**src/rtl/pcileech_fifo_rx_demux.sv**
```systemverilog
`default_nettype none
// ============================================================================
// Module      : pcileech_fifo_rx_demux
// Description : Receive-side demultiplexer between the FT601 RX FIFO and the
//               PCIe controller. Each tagged 64-bit host word is checked for
//               the magic byte (8'h77) and its type field. Type 2'b11 words go
//               to the TLP stream and type 2'b00 words go to the CFG stream.
//               All other words are dropped and counted. Each output stream
//               has a 2-entry first-word-fall-through skid buffer.
//
//               Optional feature macro: PCILEECH_RX_TLP_CHECK_EN
//                 defined   : a TLP framing FSM limits each TLP to MAX_TLP_DW
//                             words. It forces tlast (bit 10) on the word that
//                             hits the limit and sets sticky tlp_err.
//                 undefined : TLP words pass bit-exact and tlp_err is 0.
//
// Ports       : user_clk, user_reset_n     clock, sync active-low reset
//               fifo_rx_data/valid/ready   host word input stream
//               pcie_tlp_rx_data/valid/ready  TLP output stream
//               pcie_cfg_rx_data/valid/ready  CFG output stream
//               drop_cnt                   saturating count of dropped words
//               tlp_err                    sticky oversize-TLP flag
// Revision    : 1.0 - initial release
// ============================================================================

// 2-deep FWFT skid buffer. Slot 0 is always the head, so the output is
// taken directly from a register.
module pcileech_fifo_rx_skid #(
    parameter int W = 64
) (
    input  logic         clk,
    input  logic         rst_n,
    input  logic         push,
    input  logic [W-1:0] push_data,
    input  logic         ready,
    output logic [W-1:0] data,
    output logic         valid,
    output logic [1:0]   cnt
);
    logic [W-1:0] slot0;
    logic [W-1:0] slot1;
    logic         pop;

    assign pop   = valid && ready;
    assign valid = (cnt != 2'd0);
    assign data  = slot0;

    // The producer never pushes into a full buffer: its ready is decoded
    // from this count, so a push with cnt==2 cannot occur.
    always_ff @(posedge clk) begin
        if (!rst_n) begin
            cnt   <= 2'd0;
            slot0 <= '0;
            slot1 <= '0;
        end else begin
            case ({push, pop})
                2'b10: begin
                    if (cnt == 2'd0) begin
                        slot0 <= push_data;
                    end else begin
                        slot1 <= push_data;
                    end
                    cnt <= cnt + 2'd1;
                end
                2'b01: begin
                    slot0 <= slot1;
                    cnt   <= cnt - 2'd1;
                end
                2'b11: begin
                    // Count unchanged; the new word lands behind whatever
                    // remains after the pop.
                    if (cnt == 2'd1) begin
                        slot0 <= push_data;
                    end else begin
                        slot0 <= slot1;
                        slot1 <= push_data;
                    end
                end
                default: begin
                end
            endcase
        end
    end
endmodule

module pcileech_fifo_rx_demux #(
    parameter int MAX_TLP_DW = 1028,
    parameter int CNT_W      = 16
) (
    input  logic             user_clk,
    input  logic             user_reset_n,
    input  logic [63:0]      fifo_rx_data,
    input  logic             fifo_rx_valid,
    output logic             fifo_rx_ready,
    output logic [63:0]      pcie_tlp_rx_data,
    output logic             pcie_tlp_rx_valid,
    input  logic             pcie_tlp_rx_ready,
    output logic [63:0]      pcie_cfg_rx_data,
    output logic             pcie_cfg_rx_valid,
    input  logic             pcie_cfg_rx_ready,
    output logic [CNT_W-1:0] drop_cnt,
    output logic             tlp_err
);
    logic [1:0]  tlp_cnt;
    logic [1:0]  cfg_cnt;
    logic        accept;
    logic        magic_ok;
    logic        is_tlp;
    logic        is_cfg;
    logic        is_drop;
    logic [63:0] tlp_push_data;

    // Ready comes only from registered counts, so there is no combinational
    // path from either downstream ready to the upstream ready. A full buffer
    // therefore stalls both streams.
    assign fifo_rx_ready = (tlp_cnt < 2'd2) && (cfg_cnt < 2'd2);
    assign accept        = fifo_rx_valid && fifo_rx_ready;
    assign magic_ok      = (fifo_rx_data[7:0] == 8'h77);
    assign is_tlp        = accept && magic_ok && (fifo_rx_data[9:8] == 2'b11);
    assign is_cfg        = accept && magic_ok && (fifo_rx_data[9:8] == 2'b00);
    assign is_drop       = accept && !is_tlp && !is_cfg;

    always_ff @(posedge user_clk) begin
        if (!user_reset_n) begin
            drop_cnt <= '0;
        end else if (is_drop && (drop_cnt != {CNT_W{1'b1}})) begin
            drop_cnt <= drop_cnt + 1'b1;
        end
    end

`ifdef PCILEECH_RX_TLP_CHECK_EN
    typedef enum logic {
        ST_IDLE = 1'b0,
        ST_BODY = 1'b1
    } state_t;

    localparam int DW_W = $clog2(MAX_TLP_DW + 1);

    state_t          state;
    state_t          state_nxt;
    logic [DW_W-1:0] dw_cnt;
    logic [DW_W-1:0] dw_nxt;
    logic [DW_W-1:0] dw_new;
    logic            force_last;

    always_comb begin
        state_nxt  = state;
        dw_nxt     = dw_cnt;
        force_last = 1'b0;
        // The first word of a TLP restarts the count at 1.
        dw_new     = (state == ST_IDLE) ? DW_W'(1) : (dw_cnt + DW_W'(1));
        if (is_tlp) begin
            dw_nxt = dw_new;
            if (fifo_rx_data[10]) begin
                state_nxt = ST_IDLE;
            end else if (dw_new == DW_W'(MAX_TLP_DW)) begin
                // Oversize TLP: terminate it here so the controller never
                // sees an unbounded frame.
                force_last = 1'b1;
                state_nxt  = ST_IDLE;
            end else begin
                state_nxt = ST_BODY;
            end
        end
    end

    always_ff @(posedge user_clk) begin
        if (!user_reset_n) begin
            state   <= ST_IDLE;
            dw_cnt  <= '0;
            tlp_err <= 1'b0;
        end else begin
            state  <= state_nxt;
            dw_cnt <= dw_nxt;
            if (force_last) begin
                tlp_err <= 1'b1;
            end
        end
    end

    assign tlp_push_data = {fifo_rx_data[63:11], fifo_rx_data[10] | force_last,
                            fifo_rx_data[9:0]};
`else
    logic unused_max_tlp_dw;

    assign unused_max_tlp_dw = ^MAX_TLP_DW;
    assign tlp_push_data     = fifo_rx_data;
    assign tlp_err           = 1'b0;
`endif

    pcileech_fifo_rx_skid #(
        .W (64)
    ) u_tlp_buf (
        .clk       (user_clk),
        .rst_n     (user_reset_n),
        .push      (is_tlp),
        .push_data (tlp_push_data),
        .ready     (pcie_tlp_rx_ready),
        .data      (pcie_tlp_rx_data),
        .valid     (pcie_tlp_rx_valid),
        .cnt       (tlp_cnt)
    );

    pcileech_fifo_rx_skid #(
        .W (64)
    ) u_cfg_buf (
        .clk       (user_clk),
        .rst_n     (user_reset_n),
        .push      (is_cfg),
        .push_data (fifo_rx_data),
        .ready     (pcie_cfg_rx_ready),
        .data      (pcie_cfg_rx_data),
        .valid     (pcie_cfg_rx_valid),
        .cnt       (cfg_cnt)
    );
endmodule
`default_nettype wire

```
**config.mk**
```make
export PLATFORM = sky130hd
export DESIGN_NAME = pcileech_fifo_rx_demux
export DESIGN_NICKNAME = d
export VERILOG_FILES = /design/src/rtl/pcileech_fifo_rx_demux.sv
export SDC_FILE = /design/constraint.sdc
export NUM_CORES = 1
export LEC_CHECK = 0
export CORE_ASPECT_RATIO = 2
export CORE_UTILIZATION = 35
export CTS_CLUSTER_SIZE = 30
export DETAILED_ROUTE_END_ITERATION = 16
export SYNTH_ARGS = -nofsm -noshare
export SYNTH_HDL_FRONTEND = slang
export SYNTH_HIERARCHICAL = 1
export SYNTH_SLANG_ARGS = --single-unit
```
**constraint.sdc**
```tcl
create_clock -name user_clk -period 3 [get_ports user_clk]
set_input_delay 0.9 -clock user_clk [delete_from_list [all_inputs] [get_ports user_clk]]
set_output_delay 0.9 -clock user_clk [all_outputs]
set_load 0.02 [all_outputs]
```
==> qor.txt, run 1 <==
top post-synthesis cells by area = dfxtp_1, nand3_1, o21ai_0
Slew Viols, Final = 0
WS Path Type = input pin to register
number of global-route vias before repair = 12010
clock buffer count from CTS = 27
die area = 36490 sq um
count of maximum capacitance violations = 0
area leader, netlist = dfxtp_1
number of flops mapped to enable cells by yosys = 0
outcome = finished clean
Synth Cell Area = 12490 sq um
area grow syn2layout = 32.11%
CTS Buffer Depth = 3
hold-fix buffers at CTS = 0
first-pass GRT wire length = 70210 microns
Worst-path clk slew = 70 ps
drt total wl = 45990 microns
pre-CTS setup slack = -460.8 ps
Max VDD drop = 0.0003871 V
postcts setup bufs = 0
core area = 35070 sq um
number of port buffers = 215
Final nets = 1752
CTS sink count = 276
DRC violations left = 0
Final Hold Vio Count = 0
Critical Path AT = 3280 ps
largest net degree at the start of global routing = 100
Critical Path RT = 3470 ps
synthesized flop and latch total = 276
wire per inst = 21.60 microns
share of cells above drive strength 1 = 9.982%
TritonCTS clock tree = done
hold slack = 469.4 ps
H-tree depth = 1
num rows = 97
initial antenna violation count = 2
root buffer cell = clkbuf_16
Seq/Total Area, Yosys = 44.24%
Crit. End Element = register
relative slew slack = 58.27%
Synth top area share = 44.24%
unrepaired setup endpoints after global routing = no
register area = 5525 sq um
Finished Layout Cells = 2129
synth cell count leaders = dfxtp_1, nand3_1, o21ai_0
P per Cell Area = 450.2 nW/um^2
DRT Pass-1 Iters = 5
DP HPWL = 30640 microns
footprint of the multi-input gates = 6086 sq um
die width = 135.6 microns
Synth Net Count = 1579
period utilization = 93.62%
post-synthesis cell count = 1495
CP Launch Type = input pin
GPL Wtd Cong = 0.8116
# fillers = 3346
Ys Warns = 6
# setup viols final = 0
setup ws final = 191.4 ps
initial core utilization = 35.61%
Yosys cell types = 50
CP Max Fanout = 9
Worst Hold Class = register to register
Detailed Route Iter0 Violations = 799
Worst-Skew Late Latency = 550 ps
syn avg cell area = 8.354 sq um
Post-synth ARST share = 0%
Final Critical Period = 2809 ps
leakage = 5.732 nW
Global Route Usage Sum = 24.82%
predominant post-synthesis flop cell = dfxtp_1
Fmax = 356.1 MHz
io pins = 217
vias per cell = 5.841
worst slew pin tran = 620.3 ps
total grt overflow = 0
dpl cells = 2084
final setup TNS = 0 ps
die height = 269.2 microns
Vias = 12440
top-count cell post-synth = dfxtp_1
post-route ant nets = 0
clk_skew = 11.48 ps
[path summary, 6_finish.rpt]
path	from	endpoint	slack (ps)	depth (start not counted)
setup / recovery	fifo_rx_data[2]	u_tlp_buf/data[20]	190	12
hold / removal	u_tlp_buf/slot1[47]	u_tlp_buf/slot1[47]	470	2
setup reg to reg	u_tlp_buf/cnt[1]	u_tlp_buf/slot1[7]	490	10
hold reg to reg	u_tlp_buf/slot1[47]	u_tlp_buf/slot1[47]	470	2
[registers in the layout, summed over array words and instances, names as in the netlist]
register / cells
u_cfg_buf/data: 64
u_cfg_buf/slot1: 64
u_tlp_buf/cnt: 2
u_tlp_buf/data: 64
u_cfg_buf/cnt: 2
drop_cnt: 16
u_tlp_buf/slot1: 64
[stage by stage]
| stage | power [W] | utilization [%] | area, sq um |
|---|---|---|---|
| floorplan | 0.003897 | - | 12490 |
| global placement | 0.004107 | 44.52 | 15620 |
| detailed placement | 0.004110 | 44.52 | 15620 |
| CTS | 0.007483 | 46.98 | 16480 |
| global route | 0.007634 | 47.04 | 16500 |
| finish | 0.007429 | 47.04 | 16500 |
[power breakdown]
group | leakage [nW] | switching, W | internal [W]
Combinational | 3.08 | 0.000186 | 0.000166
Clock | 0.427 | 0.00148 | 0.00192
Sequential | 2.22 | 0.00000650 | 0.00367
Total | 5.73 | 0.00168 | 0.00575
[logic make-up after synthesis]
family | Yosys count | synth area share [%]
simple gates | 331 | 14.07
flops | 276 | 44.24
other cells | 1 | 0.03003
compound gates | 680 | 32.03
fa+ha+maj | 15 | 1.503
mux | 4 | 0.4007
xor+xnor | 3 | 0.2104
buf+inv | 185 | 7.524
[final cells by class]
type                       instances  share of cell area [%]
multi-input combinational       1034                   36.88
sequential                       276                   33.49
timing repair buffer             314                   20.66
clock buffer                      37                   4.808
tap                              445                   3.375
clock inverter                     7                  0.4247
inverter                          15                  0.3412
antenna                            1                 0.01517
[per-layer routing]
| layer | vias up | wire (microns) | global-route usage [%] | part of all wire (%) |
|---|---|---|---|---|
| met3 | 97 | 2177 | 2.388 | 4.7 |
| met2 | 452 | 25110 | 46.59 | 55 |
| met5 | - | 13 | 0 | 0.028 |
| li1 | 5872 | - | - | - |
| met4 | 2 | 2167 | 13.28 | 4.7 |
| met1 | 6012 | 16520 | 26.49 | 36 |
[cell usage in the layout (no fill, tap or decap), types with 3 or more instances in the layout]
master	netlist	routed
o21ai_1	125	125
clkbuf_16	0	27
dfxtp_1	276	276
a21boi_1	84	84
nand2_1	11	11
a21oi_1	10	10
buf_4	4	58
buf_12	0	41
a21boi_0	46	46
nand3_1	264	264
and2_1	3	3
nor2_1	5	4
a31oi_1	128	128
o21a_1	3	3
nand4_1	3	3
inv_1	15	15
o21ai_0	264	264
clkbuf_8	0	8
nand2b_2	0	3
o31ai_1	10	9
clkinv_2	0	3
clkdlybuf4s50_1	0	211
or4_1	9	9
ha_1	15	13
nor4_1	5	5
nand2b_1	8	4
[repair_timing]
item,4_1_cts,5_1_grt
gates resized for setup,2,4
hold endpoints to repair,0,0
endpoints found under the setup margin,2,142
[worst max-delay path, cell delays in order]
cell,delay [ps]
clkdlybuf4s50_1,580
nand4b_1,170
nor2_2,150
nand2_1,100
nor2_1,170
buf_4,160
ha_1,200
buf_4,140
nand2b_4,200
buf_4,200
nand3_1,100
a31oi_1,200
Note: power is estimated with default switching activity, not from simulation.
==> inputs of run 2 (changes only) <==
Settings changed: ABC_AREA from default to 1, CTS_BUF_LIST from default to sky130_fd_sc_hd__clkbuf_8.
==> qor.txt, run 2 <==
outcome = finished clean
leakage = 8.805 nW
pre-CTS setup slack = -311.4 ps
Synth top area share = 38.83%
TritonCTS clock tree = done
number of port buffers = 215
synth cell count leaders = nand2_1, inv_1, dfxtp_1
syn avg cell area = 6.814 sq um
Ys Warns = 6
Slew Viols, Final = 0
P per Cell Area = 491.6 nW/um^2
CP Launch Type = register
predominant post-synthesis flop cell = dfxtp_1
post-synthesis cell count = 2088
CTS Buffer Depth = 3
Critical Path RT = 2100 ps
Crit. End Element = output pin
number of global-route vias before repair = 14060
clock buffer count from CTS = 42
share of cells above drive strength 1 = 7.884%
largest net degree at the start of global routing = 65
Seq/Total Area, Yosys = 38.83%
hold-fix buffers at CTS = 0
setup ws final = 190.8 ps
most common cell after layout, fill and taps aside = nand2_1
top-count cell post-synth = nand2_1
die height = 287.1 microns
Yosys cell types = 26
first-pass GRT wire length = 77150 microns
most frequent cells in the layout = nand2_1, inv_1, dfxtp_1, nand3_1, clkdlybuf4s50_1
Final nets = 2346
top post-synthesis cells by area = dfxtp_1, nand2_1, nand3_1
Placed Area = 17240 sq um
die area = 41510 sq um
io pins = 217
DRT Pass-1 Iters = 5
design area = 17990 sq um
relative slew slack = 53.10%
area leader, netlist = dfxtp_1
synthesized flop and latch total = 276
count of maximum capacitance violations = 0
drt total wl = 49240 microns
H-tree depth = 2
root buffer cell = clkbuf_8
# setup viols final = 0
dpl cells = 2748
num rows = 104
Synth Cell Area = 14230 sq um
initial core utilization = 35.39%
DRC violations left = 0
CTS sink count = 276
wire per inst = 17.50 microns
area grow syn2layout = 26.41%
Critical Path AT = 1910 ps
total grt overflow = 0
Worst-path clk slew = 70 ps
DP HPWL = 33140 microns
Final Critical Period = 2809 ps
Fmax = 356.0 MHz
WS Path Type = register to output pin
die width = 144.6 microns
r2r startpoint = u_tlp_buf/cnt[1]
Vias = 14390
post-route ant nets = 0
core area = 40210 sq um
GPL Wtd Cong = 0.8274
Detailed Route Iter0 Violations = 1111
Max VDD drop = 0.0003135 V
clk_skew = 19.52 ps
Worst-Skew Late Latency = 580 ps
initial antenna violation count = 2
Post-synth ARST share = 0%
worst slew pin tran = 702.5 ps
Finished Layout Cells = 2814
period utilization = 93.64%
Final Hold Vio Count = 0
number of flops mapped to enable cells by yosys = 0
Synth Net Count = 2172
Global Route Usage Sum = 23.95%
CP Max Fanout = 5
Worst Hold Class = register to register
hold slack = 460.4 ps
hold path start = u_tlp_buf/slot1[43]
unrepaired setup endpoints after global routing = no
vias per cell = 5.114
crit path launch = u_cfg_buf/cnt[0]
## run 2: cell count changes in the layout (fill, tap and decap cells not counted), sizes merged, moves of 10 or more
| cell | before | now |
|---|---|---|
| clkbuf | 37 | 50 |
| o31ai | 10 | 0 |
| a21oi | 10 | 148 |
| nand3 | 264 | 278 |
| nand4 | 5 | 130 |
| nor2 | 7 | 42 |
| inv | 15 | 320 |
| a31oi | 128 | 1 |
| nand3b | 0 | 129 |
| o21ai | 389 | 3 |
| nand2 | 11 | 590 |
| a21boi | 130 | 0 |
| buf | 100 | 80 |
## run 2: layout make-up
type                            instances  area (sq um)
Antenna cell                            1         2.502
Clock buffer                           50         688.2
Clock inverter                         15         61.31
Fill cell                            4065         22220
Inverter                              307          1152
Multi-Input combinational cell       1341          6761
Sequential cell                       276          5525
Tap cell                              530         663.1
Timing Repair Buffer                  294          3132
## run 2: per-stage QoR
step           TNS, ps  utilization (%)  total power (W)
2_1_floorplan        0                -         0.005071
3_3_place_gp    -34680            42.87         0.005915
3_5_place_dp    -49380            42.87         0.005930
4_1_cts              0            44.73         0.008957
5_1_grt              0            44.73         0.009280
6_report             0            44.73         0.008842
## run 2: power by group
| group | internal (W) | leakage (nW) | total (W) | switching (W) |
|---|---|---|---|---|
| clock | 0.00149 | 0.433 | 0.00300 | 0.00151 |
| combinational | 0.000817 | 6.14 | 0.00190 | 0.00108 |
| sequential | 0.00384 | 2.23 | 0.00395 | 0.000110 |
## run 2: critical path: stages, from the launching register on
cell and delay, ps:
dfxtp_1 400, inv_1 70, ha_1 290, inv_1 230
dlygate4sd2_1 360
## run 2: what timing repair did
| item | CTS | global route |
|---|---|---|
| endpoints found under the hold margin | 0 | 0 |
| setup buffers | 0 | 0 |
| gates resized for setup | 2 | 0 |
| endpoints found under the setup margin | 2 | 0 |
## run 2: worst paths after layout
kind / endpoint / slack [ps] / cells past startpoint
worst min register to register: u_tlp_buf/slot1[43] / 460 / 2
worst max-delay path: pcie_cfg_rx_valid / 190 / 4
worst min-delay path: u_tlp_buf/slot1[43] / 460 / 2
worst max register to register: u_tlp_buf/slot1[62] / 590 / 11
## run 2: cell families (layout without fill, tap and decap cells)
kind of cell,count (synthesis),count (layout),synth area share (%)
DFF,276,276,38.83
buffers and inverters,471,666,14.42
other,1,2,0.02636
xor gates and xnor gates,3,3,0.1847
AOI/OAI and AO/OA,152,152,5.382
adders and majority gates,15,15,1.319
and+or+nand+nor,1170,1170,39.83
## run 2: layer usage
| metal | part of all wire (%) | GRT usage (%) | vias to the layer above |
|---|---|---|---|
| met2 | 52 | 43.04 | 538 |
| li1 | - | - | 7019 |
| met1 | 36 | 25.60 | 6673 |
| met4 | 6.2 | 14.76 | 2 |
| met5 | 0.026 | 0 | - |
| met3 | 5.6 | 3.932 | 158 |
==> variant 1, RTL diff (config.mk and constraints of run 2) <==
`CNT_W`: 16 -> 20.
--- a/src/rtl/pcileech_fifo_rx_demux.sv
+++ b/src/rtl/pcileech_fifo_rx_demux.sv
@@ -85,7 +85,7 @@
 
 module pcileech_fifo_rx_demux #(
     parameter int MAX_TLP_DW = 1028,
-    parameter int CNT_W      = 16
+    parameter int CNT_W      = 20
 ) (
     input  logic             user_clk,
     input  logic             user_reset_n,
Interface: changed (resized drop_cnt); port bits go from 217 to 221. The function was not compared with the original's and may differ.
==> variant 1 against run 2 <==
Combinational power rose by 2%. Total power is 5.5% higher. Critical path depth is the same. Clock skew rose by 0.010 ns. Final area rose by 2.9%. Critical path type unchanged. Sequential cell count increased by 4. Routed wire length rose by 3.3%. Synthesized area rose by 1.3%. Worst setup slack worse by 0.051 ns.
==> variant 1: results (changes against run 2) <==
* Worst rel slew slack at 52.5% (-0.61 points)
* Worst-path fanout max at 4 (-1)
* Path category of the worst min-delay check: reg -> reg
* TritonCTS Buffers at 45 (+7.1%)
* Cell family with most CP delay: buffers and inverters
* Max incr delay on CP at 0.43 ns (+0.03 ns)
* Wire length per cell after detailed routing at 17.7 um (+1.3%)
* Sequential standard cell area at 5610 um2 (+1.4%)
* Highest-delay cell along the critical path: sky130_fd_sc_hd__dfxtp_1
* Via count of the first global-routing pass at 14400 (+2.3%)
* DRT iter0 DRCs at 863 (-22%)
* Post-place instance area at 17600 um2 (+2.2%)
* Clock Tree Buf Depth at 3 (unchanged)
* Port Buffers at 219 (+1.9%)
* Wire length of the first global-routing pass at 79.2 mm (+2.7%)
* Proportion of layout cells with a drive suffix above 1 at 8.55% (+0.67 points)
* Syn nets at 2196 (+1.1%)
* Initial antenna violation count at 1 (-1)
* Fraction of synthesized area in multiplexers at 0% (unchanged)
* Cells after Synth at 2112 (+1.1%)
* Level count of the clock H-tree at 2 (unchanged)
* Placed insts at 2792 (+1.6%)
* Synth cell types at 31 (+19%)
* Proportion of synthesized chip area in sequential cells at 38.9% (+0.070 points)
* Arithmetic-cell share of the synthesized area counting full adders, half adders and majority gates at 1.30% (-0.016 points)
* RePlAce Congestion at 0.944 (+14%)
* Worst Clk Skew at 0.0299 ns (+0.0104 ns)
* Pre-CTS worst setup slack at -0.511 ns (-0.199 ns)
* Top cells by instance count after synthesis: sky130_fd_sc_hd__nand2_1 (583), sky130_fd_sc_hd__inv_1 (297), sky130_fd_sc_hd__nand3_1 (283), sky130_fd_sc_hd__dfxtp_1 (280), sky130_fd_sc_hd__a21oi_1 (150)
* Number of detailed-routing iterations run before antenna repair at 8 (+3)
* Largest net degree at the start of global routing at 80 (+23%)
* XOR/XNOR share of the synthesized area at 0.547% (+0.36 points)
* Startpoint of the most critical setup path: u_tlp_buf/cnt[1]
* Compound-gate portion of the synthesized area at 5.43% (+0.046 points)
* Via Count at 14700 (+2.5%)
* Layout net count at 2393 (+2.0%)
* Total wirelength of the detailed-routed design at 50.9 mm (+3.3%)
* Seq power at 4.01 mW (+2%)
* Worst vdd ir at 308 uV (-1.7%)
* Result of the run: completed
* Worst hold path startpoint: u_tlp_buf/slot1[47]
* Worst R2R Start: u_cfg_buf/cnt[1]
* Power consumed by combinational cells at 1.94 mW (+2%)
* Main area contributors after synthesis: sky130_fd_sc_hd__dfxtp_1 (39%), sky130_fd_sc_hd__nand2_1 (15%), sky130_fd_sc_hd__nand3_1 (9.8%)
* Fill count at 4028 (-0.91%)
* Clock-net power at 3.39 mW (+13%)
* Total global routing track utilization at 23.8% (-0.12 points)
* Leakage at 9.01 nW (+2.3%)
* Detailed Place HPWL at 34.2 mm (+3.2%)
* Switching Power at 2.80 mW (+3.9%)
## variant 1: area by class of cell
type,count,area share [%]
diodes,1,0.0135
well taps,530,3.58
multi-input cells,1367,37.1
repair buffers,314,18.1
flip-flops and latches,280,30.3
clock inverters,23,0.797
inverters,301,6.10
clock buffers,54,4.01
## variant 1: kinds of logic after synthesis
kind of cell,count (synthesis)
DFF,280
buffers and inverters,465
AOI/OAI and AO/OA,156
other,1
xor gates and xnor gates,9
and+or+nand+nor,1186
adders and majority gates,15
## variant 1: metal layers
metal / share of wire, % / vias to the layer above / track usage, %
met4: 6.0 / 0 / 14.8
met1: 37 / 6828 / 26.0
li1: - / 7170 / -
met3: 5.8 / 147 / 3.06
met2: 51 / 604 / 43.7
met5: 0 / - / 0
## variant 1: worst paths after layout
path,end,slack [ns]
min reg2reg,u_tlp_buf/slot1[47],0.46
max,pcie_tlp_rx_valid,0.14
min,u_tlp_buf/slot1[47],0.46
max reg2reg,u_cfg_buf/data[33],0.50
==> variant 2, RTL diff (config.mk and constraints of run 2) <==
Without the edit above. Register the input `pcie_cfg_rx_ready` before use. The logic sees it one clock later. The other inputs are not delayed to match.
--- a/src/rtl/pcileech_fifo_rx_demux.sv
+++ b/src/rtl/pcileech_fifo_rx_demux.sv
@@ -101,6 +101,13 @@
     output logic [CNT_W-1:0] drop_cnt,
     output logic             tlp_err
 );
+
+    logic pcie_cfg_rx_ready_q;
+
+    always_ff @(posedge user_clk) begin
+        pcie_cfg_rx_ready_q <= pcie_cfg_rx_ready;
+    end
+
     logic [1:0]  tlp_cnt;
     logic [1:0]  cfg_cnt;
     logic        accept;
@@ -208,7 +215,7 @@
         .rst_n     (user_reset_n),
         .push      (is_cfg),
         .push_data (fifo_rx_data),
-        .ready     (pcie_cfg_rx_ready),
+        .ready     (pcie_cfg_rx_ready_q),
         .data      (pcie_cfg_rx_data),
         .valid     (pcie_cfg_rx_valid),
         .cnt       (cfg_cnt)
Formal check against the unedited RTL: not equivalent (a bounded check fails within 4 cycles, from zero or initial values and one cycle with user_reset_n low).
==> variant 2 against run 2 <==
First-iteration DRC count up 0.63%. Sequential share of layout area shrank 0.16 points. Synthesized area up 0.14%. Critical path depth is the same. Final cell count rose by 0.46%. Final area rose by 0.89%. Worst setup slack lost 0.0086 ns. Count of clock-buffer cells in the layout rose by 3. Critical path type unchanged. Highest routed layer is now met4. Sequential cell count increased by 1. Maximum frequency is 0.31% lower. Largest power group unchanged. Total power increased by 3.1%. Routed wire length rose by 0.20%.
==> variant 2: results (changes against run 2) <==
* Setup crit end: pcie_tlp_rx_valid
* Clock transition at the registers of the reported paths at 0.06 ns
* Post-CTS setup buffers at 0 (unchanged)
* Layout net count at 2355 (+0.38%)
* RePlAce Congestion at 0.827 (about the same)
* Detailed Place HPWL at 32.5 mm (-1.9%)
* Worst vdd ir at 425 uV (+36%)
* Top layer in use: met4
* TritonCTS Buffers at 43 (+2.4%)
* Result of the run: completed
* DRT iter0 DRCs at 1118 (+0.63%)
* Leakage at 8.88 nW (+0.89%)
* Proportion of layout cells with a drive suffix above 1 at 8.58% (+0.70 points)
* Clock Tree Buf Depth at 3 (unchanged)
* Post-place instance area at 17300 um2 (+0.42%)
* Number of detailed-routing iterations run before antenna repair at 8 (+3)
* Fill count at 4068 (+0.074%)
* Syn nets at 2173 (+0.046%)
* Largest net degree at the start of global routing at 88 (+35%)
* DR WL met3 at 2.99 mm (+7.4%)
* Via Count at 14500 (+0.44%)
* Endpoint of the lowest-slack register-to-register path: u_tlp_buf/slot1[21]
* Proportion of synthesized chip area in sequential cells at 38.9% (+0.086 points)
* Worst hold path startpoint: u_tlp_buf/slot1[40]
* Pre-CTS worst setup slack at -0.455 ns (-0.144 ns)
* Routed wl met2 at 25.8 mm (+0.95%)
* Initial antenna violation count at 1 (-1)
* Startpoint of the most critical setup path: u_tlp_buf/cnt[0]
* Most prevalent standard cell on the critical path: sky130_fd_sc_hd__inv_1
* Clock network latency to the later pin of the worst-skew pair at 0.59 ns
* Hold Path End: u_tlp_buf/slot1[40]
* Total global routing track utilization at 23.6% (-0.33 points)
* Worst R2R Start: u_tlp_buf/cnt[1]
* Register-to-register setup slack at 0.51 ns (-0.08 ns)
* Yosys synthesis warning count at 6 (unchanged)
* Met1 Routed Length at 18.0 mm (+0.72%)
* Top cells by instance count after synthesis: sky130_fd_sc_hd__nand2_1 (575), sky130_fd_sc_hd__inv_1 (299), sky130_fd_sc_hd__dfxtp_1 (277), sky130_fd_sc_hd__nand3_1 (273), sky130_fd_sc_hd__a21oi_1 (148)
* Maximum clock frequency at 355 MHz (-0.31%)
* Main area contributors after synthesis: sky130_fd_sc_hd__dfxtp_1 (39%), sky130_fd_sc_hd__nand2_1 (15%), sky130_fd_sc_hd__nand3_1 (9.6%)
* Wire length per cell after detailed routing at 17.5 um (-0.26%)
* Wire length of the first global-routing pass at 75.8 mm (-1.8%)
* Min-Delay Path Depth at 2 (unchanged)
* Worst Clk Skew at 0.0265 ns (+0.00694 ns)
## variant 2: cell count changes after synthesis, sizes merged
cell / delta
dfxtp: +1
## variant 2: layout make-up
| cell class | instances | area share, % |
|---|---|---|
| inverter | 307 | 6.35 |
| clock buffer | 53 | 4.02 |
| multi-input combinational | 1341 | 37.1 |
| antenna | 1 | 0.0138 |
| sequential | 277 | 30.6 |
| clock inverter | 17 | 0.579 |
| tap | 530 | 3.65 |
| timing repair buffer | 301 | 17.7 |
## variant 2: routing by layer
metal	track usage [%]	vias up
met5	0	-
met4	13.5	0
met3	3.75	130
met2	42.4	533
met1	25.7	6748
li1	-	7042
## variant 2: metrics by stage
stage	setup TNS, ns	std cells	total power, mW	util, %	hold WS, ns
floorplan	0	2089	5.09	-	0.440
global placement	-82.37	2756	5.94	43.0	0.448
detailed placement	-95.30	2756	5.96	43.0	0.452
CTS	0	2826	9.21	45.1	0.461
global route	0	2827	9.53	45.1	0.479
finish	0	2827	9.12	45.1	0.458
## variant 2: worst max-delay path, delay by kind of cell (launching register included)
kind / cells / cell delay (ns)
buf+inv: 3 / 0.65
fa+ha+maj: 1 / 0.29
flops: 1 / 0.40
## variant 2: where the power goes
part	leakage, nW	internal, mW	switching, mW
logic	6.17	0.832	1.08
registers	2.24	3.85	0.114
clock network	0.467	1.67	1.56
total	8.88	6.36	2.76
## variant 2: logic make-up (layout without fill, tap and decap cells)
kind of cell	after synthesis	count (layout)	share of synthesized area, %
AOI/OAI and AO/OA	152	152	5.37
and+or+nand+nor	1170	1170	39.8
DFF	277	277	38.9
buffers and inverters	471	678	14.4
adders and majority gates	15	15	1.32
xor gates and xnor gates	3	3	0.184
other	1	2	0.0263
